<file path="config.mk">
export PLATFORM = sky130hd
export DESIGN_NAME = z80_rot_dec_exec
export DESIGN_NICKNAME = d
export VERILOG_FILES = /design/src/rtl/z80_rot_dec_pkg.sv /design/src/rtl/z80_rot_dec_alu.sv /design/src/rtl/z80_rot_dec_exec.sv
export SDC_FILE = /design/constraint.sdc
export NUM_CORES = 1
export LEC_CHECK = 0
export ABC_AREA = 1
export BUFFER_PORTS_ARGS = -buffer_cell sky130_fd_sc_hd__clkbuf_2
export CAP_MARGIN = 20
export CORE_MARGIN = 2
export CORE_UTILIZATION = 50
export DETAILED_ROUTE_END_ITERATION = 8
export PLACE_DENSITY_LB_ADDON = 0.15
export SLEW_MARGIN = 0
export SYNTH_ARGS = -nofsm -noshare
export SYNTH_HDL_FRONTEND = slang
export SYNTH_SLANG_ARGS = --single-unit
</file>
<file path="constraint.sdc">
create_clock -name clk -period 2.47 [get_ports clk]
set_clock_uncertainty 0.2 [all_clocks]
set_input_delay 0.3705 -clock clk [delete_from_list [all_inputs] [get_ports clk]]
set_output_delay 0.3705 -clock clk [all_outputs]
set_load 0.05 [all_outputs]
</file>
<file path="src/rtl/z80_rot_dec_pkg.sv">
// Shared definitions for the RRD/RLD execution unit: FSM states, defaults,
// Z80 flag bit positions and the parity helper.
package z80_rot_dec_pkg;

  typedef enum logic [2:0] {
    ST_IDLE   = 3'd0,
    ST_READ   = 3'd1,
    ST_ROTATE = 3'd2,
    ST_WRITE  = 3'd3,
    ST_DONE   = 3'd4
  } state_t;

  localparam int IP_INC_DEFAULT = 2;

  localparam int FLAG_S  = 7;
  localparam int FLAG_Z  = 6;
  localparam int FLAG_Y  = 5;
  localparam int FLAG_H  = 4;
  localparam int FLAG_X  = 3;
  localparam int FLAG_PV = 2;
  localparam int FLAG_N  = 1;
  localparam int FLAG_C  = 0;

  // 1 when the byte holds an even number of ones
  function automatic logic parity_even(input logic [7:0] value);
    return ~(^value);
  endfunction

endpackage

</file>
<file path="src/rtl/z80_rot_dec_alu.sv">
// Combinational nibble rotate and flag generation for RLD/RRD.
// Optional macro Z80_UNDOC_FLAGS_EN: F bits 5/3 follow the new A instead of old F.
module z80_rot_dec_alu
  import z80_rot_dec_pkg::*;
(
  input  logic       left,
  input  logic [7:0] a,
  input  logic [7:0] m,
  input  logic [7:0] f,
  output logic [7:0] new_a,
  output logic [7:0] new_m,
  output logic [7:0] new_f
);

  // Rotate the three nibbles A[3:0], M[7:4], M[3:0] and derive flags from new A
  always_comb begin
    if (left) begin
      new_a = {a[7:4], m[7:4]};
      new_m = {m[3:0], a[3:0]};
    end else begin
      new_a = {a[7:4], m[3:0]};
      new_m = {a[3:0], m[7:4]};
    end
    new_f          = f;
    new_f[FLAG_S]  = new_a[7];
    new_f[FLAG_Z]  = (new_a == 8'h00);
    new_f[FLAG_H]  = 1'b0;
    new_f[FLAG_PV] = parity_even(new_a);
    new_f[FLAG_N]  = 1'b0;
    new_f[FLAG_C]  = f[FLAG_C];
`ifdef Z80_UNDOC_FLAGS_EN
    new_f[FLAG_Y]  = new_a[5];
    new_f[FLAG_X]  = new_a[3];
`else
    new_f[FLAG_Y]  = f[FLAG_Y];
    new_f[FLAG_X]  = f[FLAG_X];
`endif
  end

endmodule

</file>
<file path="src/rtl/z80_rot_dec_exec.sv">
// Execution unit for ED 67 (RRD) / ED 6F (RLD): read (HL), rotate, write back, retire A/F/IP.
// Optional macro Z80_UNDOC_FLAGS_EN selects undocumented F bits 5/3 (see z80_rot_dec_alu).
module z80_rot_dec_exec
  import z80_rot_dec_pkg::*;
#(
  parameter int INTERNAL_CYCLES = 4,
  parameter int IP_INC          = IP_INC_DEFAULT
) (
  input  logic        clk,
  input  logic        reset_n,
  input  logic        start,
  input  logic        left,
  input  logic [7:0]  reg_a_in,
  input  logic [7:0]  reg_f_in,
  input  logic [15:0] reg_hl_in,
  input  logic [15:0] ip_in,
  output logic [15:0] mem_addr,
  output logic        mem_rd,
  input  logic [7:0]  mem_rdata,
  output logic        mem_wr,
  output logic [7:0]  mem_wdata,
  input  logic        mem_ack,
  output logic        busy,
  output logic        done,
  output logic [7:0]  reg_a_out,
  output logic [7:0]  reg_f_out,
  output logic [15:0] ip_out
);

  localparam logic [7:0] CNT_LOAD = (INTERNAL_CYCLES > 0) ? 8'(INTERNAL_CYCLES - 1) : 8'd0;

  state_t      state;
  state_t      next_state;
  logic        left_lat;
  logic [7:0]  a_lat;
  logic [7:0]  f_lat;
  logic [7:0]  m_lat;
  logic [15:0] ip_lat;
  logic [7:0]  cnt;
  logic [7:0]  res_a;
  logic [7:0]  res_f;
  logic [7:0]  alu_m_in;
  logic [7:0]  alu_a;
  logic [7:0]  alu_m;
  logic [7:0]  alu_f;

  // In READ the ALU sees the byte on the bus so a zero-cycle rotate still has its result
  assign alu_m_in = (state == ST_READ) ? mem_rdata : m_lat;

  z80_rot_dec_alu u_alu (
    .left  (left_lat),
    .a     (a_lat),
    .m     (alu_m_in),
    .f     (f_lat),
    .new_a (alu_a),
    .new_m (alu_m),
    .new_f (alu_f)
  );

  // State register
  always_ff @(posedge clk or negedge reset_n) begin
    if (!reset_n) begin
      state <= ST_IDLE;
    end else begin
      state <= next_state;
    end
  end

  // Next-state logic
  always_comb begin
    next_state = state;
    case (state)
      ST_IDLE: begin
        if (start) next_state = ST_READ;
        else       next_state = ST_IDLE;
      end
      ST_READ: begin
        if (mem_ack) next_state = (INTERNAL_CYCLES == 0) ? ST_WRITE : ST_ROTATE;
        else         next_state = ST_READ;
      end
      ST_ROTATE: begin
        if (cnt == 8'd0) next_state = ST_WRITE;
        else             next_state = ST_ROTATE;
      end
      ST_WRITE: begin
        if (mem_ack) next_state = ST_DONE;
        else         next_state = ST_WRITE;
      end
      ST_DONE: next_state = ST_IDLE;
      default: next_state = ST_IDLE;
    endcase
  end

  // Datapath latches and registered bus/retire outputs, decoded from next_state
  always_ff @(posedge clk or negedge reset_n) begin
    if (!reset_n) begin
      mem_rd    <= 1'b0;
      mem_wr    <= 1'b0;
      busy      <= 1'b0;
      done      <= 1'b0;
      mem_addr  <= 16'h0000;
      mem_wdata <= 8'h00;
      reg_a_out <= 8'h00;
      reg_f_out <= 8'h00;
      ip_out    <= 16'h0000;
      left_lat  <= 1'b0;
      a_lat     <= 8'h00;
      f_lat     <= 8'h00;
      m_lat     <= 8'h00;
      ip_lat    <= 16'h0000;
      cnt       <= 8'h00;
      res_a     <= 8'h00;
      res_f     <= 8'h00;
    end else begin
      mem_rd <= (next_state == ST_READ);
      mem_wr <= (next_state == ST_WRITE);
      busy   <= (next_state != ST_IDLE);
      done   <= (next_state == ST_DONE);
      if ((state == ST_IDLE) && start) begin
        left_lat <= left;
        a_lat    <= reg_a_in;
        f_lat    <= reg_f_in;
        ip_lat   <= ip_in;
        mem_addr <= reg_hl_in;
      end
      if ((state == ST_READ) && mem_ack) begin
        m_lat <= mem_rdata;
        cnt   <= CNT_LOAD;
      end else if (state == ST_ROTATE) begin
        cnt <= cnt - 8'd1;
      end
      if (((state == ST_READ) && mem_ack) || (state == ST_ROTATE)) begin
        res_a     <= alu_a;
        res_f     <= alu_f;
        mem_wdata <= alu_m;
      end
      if ((state == ST_WRITE) && mem_ack) begin
        reg_a_out <= res_a;
        reg_f_out <= res_f;
        ip_out    <= ip_lat + 16'(IP_INC);
      end
    end
  end

endmodule
</file>
---- After elaboration in Yosys (flattened, before gate mapping) ----
Cells that the tools add are included.
cells by class
  add/sub/neg operators ................... 2
  eq/ne operators ......................... 6
  multiplexer cells ....................... 10
  bitwise gates (word level) .............. 1
  reductions and logical operators ........ 10
operators by type and width
  cell                                                                   number
  8-bit 2-to-1 mux                                                       4
  16-bit by 2-bit adder with 16-bit output, second input constant        1
  8-bit zero test                                                        2
  3-bit one-hot mux with 4 select lines                                  1
  3-bit by 2-bit equality test with 1-bit output, second input constant  3
  8-bit parity                                                           1
  8-bit by 1-bit subtractor with 8-bit output, second input constant     1
  3-bit by 1-bit equality test with 1-bit output, second input constant  2
  4-bit 2-to-1 mux                                                       1
  3-bit equality test, second input constant                             1
  1-bit logical AND                                                      3
  3-bit zero test                                                        1
  3-bit 2-to-1 mux                                                       1
  3-bit nonzero test                                                     1
  1-bit 2-to-1 mux                                                       2
  2-bit 2-to-1 mux                                                       1
  2-bit nonzero test                                                     1
  1-bit logical OR                                                       1
  1-bit inverter                                                         1
storage, ports and cells
  register bits after elaboration ......... 122
  input port bits ......................... 61
  output and inout port bits .............. 60
  word-level logic and storage cells ...... 47

---- Logic depth before layout (Yosys ltp) ----
  depth in word-level cells ............... 5
  mapped depth ............................ 11
  mapped depth without buffers ............ 11

---- Modules after synthesis ----
From an unflattened synthesis, not the netlist that was laid out.
unflattened totals
  cells, all modules ...................... 620
  area total of the unflattened synthesis .. 5784.3 sq um
modules (own cells, without submodules)
  module            times used  cells an instance  area an instance (sq um)  sequential area each (sq um)
  z80_rot_dec_exec  1           541                5395.2                    3203.1
  z80_rot_dec_alu   1           79                 389.1                     0.0

---- Worst setup path before layout ----
OpenSTA, ideal clock, no wires.
  kind .................................... register -> register
  start ................................... reg state[2]
  end ..................................... reg res_f[2]
  arrival time ............................ 1.600 ns
  required time ........................... 2.205 ns
  path slack .............................. 0.605 ns
  cell stages (with the launch flop) ...... 11
  path buffers ............................ 0
  cell sequence ........................... dfrtp_1 nor2_2 nand2_2 nand2_1 nand3_1 nand2_1 ha_1 xnor2_1 xnor2_1 nand2_1 nand2_1
between the ends
  word-level cells in the longest chain between the ends .. 5
  elaborated cells on any way between the ends .. 8
  classes of those cells .................. eq/ne (2); mux (2); bitwise (1); reduce/logical (3)
ends and longest elaborated chain
  what                                            line                                             RTL
  from (decl)                                     z80_rot_dec_exec.sv:32                           state_t state;
  from (signal assigned)                          z80_rot_dec_exec.sv:65                           state <= next_state;
  3-bit by 1-bit equality test with 1-bit output  z80_rot_dec_exec.sv:48, z80_rot_dec_exec.sv:132
  8-bit 2-to-1 mux                                z80_rot_dec_exec.sv:48                           assign alu_m_in = (state == ST_READ) ? mem_rdata : m_lat;
  4-bit 2-to-1 mux                                z80_rot_dec_alu.sv:17                            if (left) begin
  8-bit parity                                    z80_rot_dec_pkg.sv:26                            return ~(^value);
  1-bit inverter                                  z80_rot_dec_pkg.sv:26
  to (signal assigned)                            z80_rot_dec_exec.sv:134                          res_f <= alu_f;
  to (decl)                                       z80_rot_dec_exec.sv:41                           logic [7:0] res_f;
Parallel ways exist; a longest one is shown, timed or not.
A chain may end at the register's enable or synchronous reset.

---- Worst setup path after layout ----
  start ................................... reg left_lat
  end ..................................... reg res_f[2]
between the ends
  word-level cells in the longest chain between the ends .. 3
ends and longest elaborated chain
  what                    line                     RTL
  from (decl)             z80_rot_dec_exec.sv:34   logic left_lat;
  from (signal assigned)  z80_rot_dec_exec.sv:120  left_lat <= left;
  4-bit 2-to-1 mux        z80_rot_dec_alu.sv:17
  8-bit parity            z80_rot_dec_pkg.sv:26
  1-bit inverter          z80_rot_dec_pkg.sv:26
No other way between the ends.

==> results.sh <==
export IMPL_cp_slowest_cell="dfrtp_1"
export IMPL_drt_iter0_drc=185
export IMPL_synth_top_family_by_area="simple AND/OR/NAND/NOR gates"
export IMPL_startpoint="left_lat$_DFFE_PN0P_"
export IMPL_synth_compound_area_share_pct=5.04
export IMPL_power_frac_clock_pct=21.3
export IMPL_clk_latency_ns=0.52
export IMPL_p_seq_share_pct=32.0
export IMPL_grt_start_max_net_pins=36
export IMPL_rsz0062_at_grt="false"
export IMPL_die_area_sq_um=11200
export IMPL_syn_area_sq_um=5170
export IMPL_synth_area_top_cells="dfrtp_1 (57%), nand2_1 (13%), nand3_1 (5.7%)"
export IMPL_yosys_area_top_type="dfrtp_1"
export IMPL_dr_pass1_iters=4
export IMPL_start_util_pct=50.7
export IMPL_cts_resized=0
export IMPL_yosysTopAreaCellShare_pct=56.7
export IMPL_grt_pass1_vias=4386
export IMPL_cts_root_buf="clkbuf_8"
export IMPL_min_path_type="input port to asynchronous set/reset pin"
export IMPL_multi_input_area_sq_um=1930
export IMPL_path_delay_family="flip-flops"
export IMPL_syn_to_final_growth_pct=34.8
export IMPL_cts_setup_buffers=0
export IMPL_slew_viol_final=0
export IMPL_remaining_drc_errors=0
export IMPL_cp_end_kind="register"
export IMPL_power_frac_comb_pct=46.7
export IMPL_irDropWorstVdd_mv=0.998
export IMPL_synthMuxAreaShare_pct=5.45
export IMPL_postPlaceCellArea_sq_um=5880
export IMPL_port_buffers=113
export IMPL_reg2reg_to="res_f[2]$_DFFE_PN0P_"
export IMPL_yosys_area_share_simple_pct=24.0
export IMPL_reg2reg_depth=8
export IMPL_final_period_utilization_pct=88.7
export IMPL_crit_chain="inv_1 > nand3_1 > nand2_1 > ha_1 > xnor2_1 > xnor2_1 > nand2_1 > nand2_1"
export IMPL_antenna_cells=0
export IMPL_power_switching_mw=4.80
export IMPL_use_met1_pct=28.7
export IMPL_fillCellCount=820
export IMPL_hold_viol_final=0
export IMPL_grt_busiest_layer="met2"
export IMPL_ys_seq_area_share_pct=56.7
export IMPL_antenna_found_initial=0
export IMPL_yosysUniqueCellTypes=29
export IMPL_cts_tree="done"
export IMPL_layout_drive_gt1_share_pct=25.1
export IMPL_clkTransAtPathRegs_ns=0.05
export IMPL_hold_slack_ns=0.158
export IMPL_cts_sinks=117
export IMPL_worst_slack_ns=0.280
export IMPL_pre_cts_ws_ns=0.364
export IMPL_swShare_pct=45.4
export IMPL_cp_num_buf_inv=1
export IMPL_rrSetupSlack_ns=0.28
export IMPL_ys_warn_count=0
export IMPL_post_route_min_period_ns=2.19
export IMPL_cp_required_ns=2.72
export IMPL_critPathMaxStageDelay_ns=0.59
export IMPL_nNetsFinal=810
export IMPL_postSynthAreaPerCell_sq_um=9.11
export IMPL_htree_levels=4
export IMPL_postRouteAntennaNets=0
export IMPL_vias=4356
export IMPL_wl_per_cell_microns=13.1
export IMPL_critPathArrivalTime_ns=2.44
export IMPL_layout_area_seq_sq_um=2930
export IMPL_rows=37
export IMPL_dpl_hpwl_mm=8.06
export IMPL_io_pins=121
export IMPL_final_cell_mix="nand2_1 (174), dfrtp_1 (117), clkbuf_2 (112), nand3_1 (59), dlygate4sd3_1 (54)"
export IMPL_power_density_nw_per_um2=1520
export IMPL_status="completed"
export IMPL_p_leak_nw=3.66
export IMPL_power_mw=10.6
export IMPL_grt_met3_usage_pct=6.06
export IMPL_setup_viol=0
export IMPL_critPathLaunchType="register"
export IMPL_fp_dieH_microns=106
export IMPL_core_area_sq_um=10200
export IMPL_synth_xor_area_share_pct=1.02
export IMPL_cp_max_fo=13
export IMPL_fin_area_sq_um=6970
export IMPL_gr_usage_met2_pct=37.3
export IMPL_grt_remaining_overflow=0
export IMPL_cts_max_path_buffers=2
export IMPL_wl_mm=11.7
export IMPL_postCtsHoldBufs=54
export IMPL_gp_congestion=0.860
export IMPL_final_common_cell="nand2_1"
export IMPL_die_w_microns=106
export IMPL_critical_path_class="register to register"
export IMPL_drt_vias_per_instance=4.91
export IMPL_ys_ff_latch=117
export IMPL_r2r_start="left_lat$_DFFE_PN0P_"
export IMPL_numCtsBuffers=17
export IMPL_cpMostUsedCell="nand2_1"
export IMPL_max_freq_mhz=457
export IMPL_p_int_mw=5.77
export IMPL_syn_inst=567
export IMPL_fin_tns_setup_ns=0
export IMPL_synth_fa_ha_area_share_pct=1.69
export IMPL_grt_pass1_wl_mm=19.9
export IMPL_drv_cap=0
export IMPL_track_usage_pct=22.5
-- cell families after synthesis --
kind of cell | after synthesis
flip-flops | 117
adder cells (fa/ha/maj) | 7
buffers and inverters | 69
XOR/XNOR | 6
AO/OA/AOI/OAI | 51
multiplexers | 25
other | 1
AND/OR/NAND/NOR | 291
-- per-layer routing --
layer,wire [microns],vias to the layer above
met5,0,-
met2,5640,128
met1,5230,2050
met4,207,0
met3,596,17
li1,-,2161
-- per-stage QoR --
step / std cells / util (%)
after global placement: 805 / 57.7
after CTS: 888 / 68.4
final: 888 / 68.4
after detailed placement: 805 / 57.7
after global routing: 888 / 68.4
after floorplan: 568 / -
-- registers in the layout, summed over array words and instances, names as in the netlist --
register	flops
cnt	8
m_lat	8
ip_lat	16
f_lat	3
mem_rd	1
left_lat	1
done	1
res_f	5
state	3
res_a	8
mem_addr	16
mem_wr	1
mem_wdata	8
a_lat	8
ip_out	16
busy	1
reg_a_out	8
reg_f_out	5
-- Yosys cell counts (all sizes together) --
| cell | number |
|---|---|
| o21ai | 25 |
| dfrtp | 117 |
| nand2 | 180 |
| nand3 | 60 |
| xor2 | 3 |
| buf | 18 |
| o211ai | 1 |
| nor3 | 1 |
| conb | 1 |
| inv | 48 |
| o31ai | 1 |
| mux2 | 25 |
| clkbuf | 2 |
| a21oi | 24 |
| ha | 7 |
| nor2 | 44 |
| xnor2 | 3 |
| clkinv | 1 |
| nand4 | 6 |
-- layout make-up --
type                       count  share of cell area [%]
sequential                   117                    42.0
clock buffer                  25                    7.24
inverter                      49                    2.66
clock inverter                 4                   0.647
tap                          136                    2.44
timing repair buffer         175                    17.3
multi-input combinational    382                    27.7
-- worst register-to-register path, delay by kind of cell, from the launching register on --
| family | cells | cell delay, ns |
|---|---|---|
| DFF | 1 | 0.59 |
| and+or+nand+nor | 4 | 0.39 |
| xor gates and xnor gates | 2 | 0.33 |
| buffers and inverters | 1 | 0.31 |
| adders and majority gates | 1 | 0.31 |
-- power by group through the flow --
stage / sequential (mW) / combinational [mW] / clock [mW]
finish: 3.39 / 4.93 / 2.25
global route: 3.49 / 5.44 / 2.39
CTS: 3.38 / 4.97 / 2.30
detailed placement: 3.40 / 4.86 / 0
global placement: 3.37 / 4.77 / 0
floorplan: 4.82 / 2.34 / 0
-- worst max-delay path by stage --
stage | cells past startpoint | slack [ns] | endpoint
6_report | 8 | 0.28 | res_f[2]$_DFFE_PN0P_
5_1_grt | 8 | 0.07 | res_f[2]$_DFFE_PN0P_
4_1_cts | 8 | 0.33 | res_f[2]$_DFFE_PN0P_
3_5_place_dp | 8 | 0.36 | res_f[2]$_DFFE_PN0P_
3_3_place_gp | 8 | 0.39 | res_f[2]$_DFFE_PN0P_
2_1_floorplan | 10 | 0.61 | res_f[2]$_DFFE_PN0P_
Power figures use the tool's default switching activity.
